`src/rtl/mem_cmd_parser.sv`:
```
// Bus-side command parser in front of the flash SPI engine: header + 24-bit address in,
// one engine request out, write payload pass-through, source-ID ack. MEM_CMD_TIMEOUT_EN adds a WAIT_DONE watchdog.
module mem_cmd_parser #(
  parameter int DATA_BYTES     = 32,
  parameter int TIMEOUT_CYCLES = 4096
) (
  input  logic        clk,
  input  logic        rst_n,
  input  logic        VALID_IN,
  input  logic [7:0]  DATA_IN,
  output logic        READY_IN,
  output logic        req_valid,
  input  logic        req_ready,
  output logic [1:0]  req_op,
  output logic [23:0] req_addr,
  output logic [7:0]  req_len,
  output logic        wr_valid,
  output logic [7:0]  wr_data,
  input  logic        wr_ready,
  input  logic        eng_done,
  output logic        ACK_VALID,
  input  logic        ACK_READY,
  output logic [1:0]  MODULE_SOURCE_ID,
  output logic        err
);

  typedef enum logic [2:0] {HDR, ADDR, ISSUE, WDATA, WAIT_DONE, ACK} state_t;

  state_t      state;
  logic [1:0]  src;
  logic [1:0]  addr_cnt;
  logic [7:0]  byte_cnt;
  logic        done_seen;
  logic        xfer;

`ifdef MEM_CMD_TIMEOUT_EN
  localparam int TW = $clog2(TIMEOUT_CYCLES + 1);
  logic [TW-1:0] tmo_cnt;
`endif

  // Gating with rst_n keeps the bus stalled for the whole reset window.
  always_comb begin
    READY_IN = 1'b0;
    wr_valid = 1'b0;
    wr_data  = DATA_IN;
    if (rst_n) begin
      case (state)
        HDR, ADDR: READY_IN = 1'b1;
        WDATA: begin
          READY_IN = wr_ready;
          wr_valid = VALID_IN;
        end
        default: ;
      endcase
    end
  end

  assign xfer = VALID_IN && READY_IN;

  always_ff @(posedge clk or negedge rst_n) begin
    if (!rst_n) begin
      state            <= HDR;
      src              <= '0;
      addr_cnt         <= '0;
      byte_cnt         <= '0;
      done_seen        <= 1'b0;
      req_valid        <= 1'b0;
      req_op           <= '0;
      req_addr         <= '0;
      req_len          <= '0;
      ACK_VALID        <= 1'b0;
      MODULE_SOURCE_ID <= '0;
      err              <= 1'b0;
`ifdef MEM_CMD_TIMEOUT_EN
      tmo_cnt          <= '0;
`endif
    end else begin
      err <= 1'b0;
      case (state)
        HDR: if (xfer) begin
          if (DATA_IN[7:6] == 2'b11) begin
            err <= 1'b1;
          end else begin
            req_op   <= DATA_IN[7:6];
            src      <= DATA_IN[5:4];
            req_len  <= (DATA_IN[7:6] == 2'b10) ? '0 : 8'(DATA_BYTES);
            addr_cnt <= '0;
            state    <= ADDR;
          end
        end
        ADDR: if (xfer) begin
          case (addr_cnt)
            2'd0:    req_addr[23:16] <= DATA_IN;
            2'd1:    req_addr[15:8]  <= DATA_IN;
            default: req_addr[7:0]   <= DATA_IN;
          endcase
          addr_cnt <= addr_cnt + 2'd1;
          if (addr_cnt == 2'd2) begin
            req_valid <= 1'b1;
            state     <= ISSUE;
          end
        end
        ISSUE: if (req_ready) begin
          req_valid <= 1'b0;
          byte_cnt  <= '0;
          if (eng_done) done_seen <= 1'b1;
          state <= (req_op == 2'b01) ? WDATA : WAIT_DONE;
        end
        WDATA: begin
          if (eng_done) done_seen <= 1'b1;
          if (xfer) begin
            byte_cnt <= byte_cnt + 8'd1;
            if (byte_cnt == 8'(DATA_BYTES - 1)) state <= WAIT_DONE;
          end
        end
        WAIT_DONE: begin
          if (eng_done || done_seen) begin
            done_seen        <= 1'b0;
            ACK_VALID        <= 1'b1;
            MODULE_SOURCE_ID <= src;
            state            <= ACK;
`ifdef MEM_CMD_TIMEOUT_EN
            tmo_cnt          <= '0;
          end else if (tmo_cnt == TW'(TIMEOUT_CYCLES - 1)) begin
            err              <= 1'b1;
            done_seen        <= 1'b0;
            ACK_VALID        <= 1'b1;
            MODULE_SOURCE_ID <= src;
            state            <= ACK;
            tmo_cnt          <= '0;
          end else begin
            tmo_cnt          <= tmo_cnt + TW'(1);
`endif
          end
        end
        ACK: if (ACK_READY) begin
          ACK_VALID <= 1'b0;
          state     <= HDR;
        end
        default: state <= HDR;
      endcase
    end
  end

endmodule

```
`config.mk`:
```
export PLATFORM = sky130hd
export DESIGN_NAME = mem_cmd_parser
export DESIGN_NICKNAME = d
export VERILOG_FILES = /design/src/rtl/mem_cmd_parser.sv
export SDC_FILE = /design/constraint.sdc
export NUM_CORES = 1
export LEC_CHECK = 0
export CORE_ASPECT_RATIO = 1.75
export CORE_MARGIN = 1.5
export CORE_UTILIZATION = 45
export CTS_CLUSTER_SIZE = 16
export DETAILED_ROUTE_END_ITERATION = 8
export GPL_TIMING_DRIVEN = 1
export HOLD_SLACK_MARGIN = 0.05
export PLACE_DENSITY = 0.76
export SETUP_SLACK_MARGIN = 0.2
export SLEW_MARGIN = 30
export SYNTH_ARGS = -nofsm -noshare
export SYNTH_HDL_FRONTEND = slang
export SYNTH_SLANG_ARGS = --single-unit
```
`constraint.sdc`:
```
create_clock -name clk -period 2.4 [get_ports clk]
set_input_delay 0.48 -clock clk [delete_from_list [all_inputs] [get_ports clk]]
set_output_delay 0.48 -clock clk [all_outputs]
set_load 0.05 [all_outputs]
```
==> impl_summary.txt <==
----------------------------------------------------
[Routing]
  Detailed Routing Iterations Pass 1 ... 4
  Remaining antenna violation count after routing ... 0
  Total wirelength of the detailed-routed design ... 4.73 mm
  Mean number of vias per cell ... 5.24
  Via Count ... 1,640
  Number of violations reported at the end of detailed-routing iteration 0 ... 28
  DRC violation count after routing ... 0
  Wire per inst ... 15.1 um

[Final layout]
  Most common cell after layout, fill and taps aside ... dfrtp_1
  Fillers ... 418
  Proportion of layout cells with a drive suffix above 1 ... 0.147
  Post-layout nets ... 277
  Number of antenna repair diodes ... 0
  Area growth from synthesis to final layout ... 31.7%
  Highest-count cells in the layout ignoring fill and taps ... dfrtp_1 (48), clkdlybuf4s50_1 (45), mux2_1 (31)
  Core utilization of the finished layout ... 0.615
  Post-route standard cell area excluding fillers ... 3060 um2

[Floorplanning]
  Die Y ... 98.1 um
  Effective utilization at floorplan ... 0.467
  Horizontal die dimension ... 57.3 um
  FP Rows ... 34
  Core Area ... 4980 um2
  Die area ... 5630 um2
  Ports placed on the boundary ... 64

[Timing]
  Worst-case headroom to the max-slew limit ... 0.643
  Upper clock frequency limit ... 0.468 GHz
  Unrepaired setup endpoints after global routing ... no
  Setup TNS ... 0 ns
  Final setup violating endpoints ... 0
  Number of slew-limit violations in the final report ... 0
  Final hold violations ... 0
  Final clock period utilization by the worst path ... 0.890
  Worst hold margin ... 0.369 ns
  Transition time at the pin with the least slew margin ... 0.535 ns
  Setup skew after layout ... 0.00980 ns
  Post-layout min period ... 2.13 ns

[Setup path]
  Type of origin of the critical path ... primary input
  Peak fanout along the critical path ... 4
  Critical path endpoint category ... primary output
  Required time reported for the critical path endpoint ... 1.92 ns
  Critical setup path kind ... in -> out
  Crit path arrival time ... 1.65 ns

[Clock network]
  Clock-pin transition on the worst setup and hold timing paths ... 0.09 ns
  Clock Latency Late Sink ... 0.30 ns
  Clock Tree Buf Depth ... 2
  TritonCTS clock tree ... built
  Root buffer selected by CTS ... clkbuf_8
  Quantity of gates resized following cts ... 0
  Total CTS buffers ... 5
  CTS sink count ... 48
  Number of levels in the clock H-tree ... 2

[Run]
  Max Cap Violations ... 0

[Global routing]
  Met1 track utilization from global routing ... 0.210
  Total routing usage reported by global routing ... 0.182
  Largest net degree at the start of global routing ... 44
  Via count of the first global-routing pass ... 1,669
  Top Usage Layer GRT ... met2
  GRT met2 Usage ... 0.336
  Initial antenna violation count ... 0
  Grt total ovfl ... 0
  Met3 Usage GRT ... 0.0252
  Global-route wire length before repair ... 7.96 mm

[Synth]
  Fraction of registers with async set/reset ... 1.00
  Post-Syn Area ... 2330 um2
  Synth Area per Inst ... 11.6 um2
  Top_reg_cell synth ... dfrtp_1
  Number of enable-type register cells in the synthesized netlist ... 0
  Proportion of synthesized chip area in sequential cells ... 0.516
  Synth Instances ... 200
  Register bit total from synthesis ... 48
  Count of distinct cell types in the synthesized netlist ... 43
  Synth warnings ... 0

[Placement]
  Port Buf Inserts ... 56
  Final HPWL from detailed placement ... 3.69 mm
  Cell area reported after detailed placement ... 2960 um2
  Routability congestion estimate from global placement ... 0.760

[Pwr]
  Total power density per cell area ... 1370 nW/um2
  Total chip power ... 4.19 mW
  Maximum VDD drop ... 0.898 mV
  Leakage power ... 1.31 nW

[Outcome]
  Status ... completed

[Min path]
  Min-Delay Path Class ... in -> async

----------------------------------------------------
-- where the power goes --
group          switching [mW]  internal (mW)  total (mW)
logic                    1.42          0.826        2.24
registers               0.279           1.17        1.45
clock network           0.267          0.233       0.500
total                    1.96           2.23        4.19
-- cell type report --
type / count / area, um2 / area share
timing repair buffer: 66 / 683 / 0.223
multi-input combinational: 131 / 991 / 0.324
clock inverter: 2 / 15.0 / 0.00490
inverter: 6 / 22.5 / 0.00735
clock buffer: 6 / 82.6 / 0.0270
tap: 54 / 67.6 / 0.0221
sequential: 48 / 1200 / 0.392
-- flip-flops by register name (all words and copies together) (netlist names), 2 cells and up --
| name | cells |
|---|---|
| state | 3 |
| req_addr | 24 |
| req_op | 2 |
| src | 2 |
| MODULE_SOURCE_ID | 2 |
| addr_cnt | 2 |
| byte_cnt | 8 |
-- layer usage --
metal | share of wire | vias up
met5 | 0 | -
met4 | 0.015 | 0
met3 | 0.042 | 7
met2 | 0.55 | 55
met1 | 0.39 | 778
li1 | - | 800
-- worst max-delay path, cell delays in order --
cell	delay, ns
clkdlybuf4s50_1	0.54
nand2_1	0.09
buf_4	0.14
nor3_2	0.23
buf_12	0.17
-- Yosys cell counts, types with 2 or more instances --
cell	instances	area, um2
nand2_2	3	18.8
nor2b_1	4	25.0
buf_4	15	113
a2111oi_1	2	20.0
a21o_1	2	15.0
o21ai_1	5	25.0
nand2b_1	4	25.0
nand3_1	4	20.0
or4b_1	3	30.0
a21oi_1	7	35.0
clkbuf_1	2	7.51
inv_1	6	22.5
ha_1	4	50.1
dfrtp_1	48	1200
a31oi_1	3	18.8
xnor2_1	5	43.8
nand2_1	14	52.6
mux2_1	31	349
buf_2	3	15.0
nor2_1	11	41.3
a211oi_1	2	15.0
-- final timing paths --
check | start | endpoint | slack, ns | cells past startpoint
max reg2reg | byte_cnt[0] | state[0] | 0.41 | 5
max | VALID_IN | wr_valid | 0.27 | 5
max in group asynchronous | rst_n | state[2] | 1.50 | 2
min | rst_n | byte_cnt[3] | 0.37 | 2
min reg2reg | MODULE_SOURCE_ID[0] | MODULE_SOURCE_ID[0] | 0.49 | 1
min in group clk | MODULE_SOURCE_ID[0] | MODULE_SOURCE_ID[0] | 0.49 | 1
-- through the flow --
step / setup WS (ns) / std cells
2_1_floorplan: 0.274 / 206
3_3_place_gp: 0.0872 / 304
3_5_place_dp: 0.0346 / 304
4_1_cts: 0.256 / 313
5_1_grt: 0.205 / 313
6_report: 0.265 / 313
-- logic make-up after synthesis --
group,share of synthesized area
and+or+nand+nor,0.129
adders and majority gates,0.0215
other,0.00161
AOI/OAI and AO/OA,0.0888
xor gates and xnor gates,0.0188
DFF,0.516
muxes,0.155
buffers and inverters,0.0694
-- repair_timing --
item | CTS | global route
buffers inserted | 0 | 0
hold buffers | 1 | 0
hold endpoints to repair | 5 | 0
(Power assumes the default switching activity.)
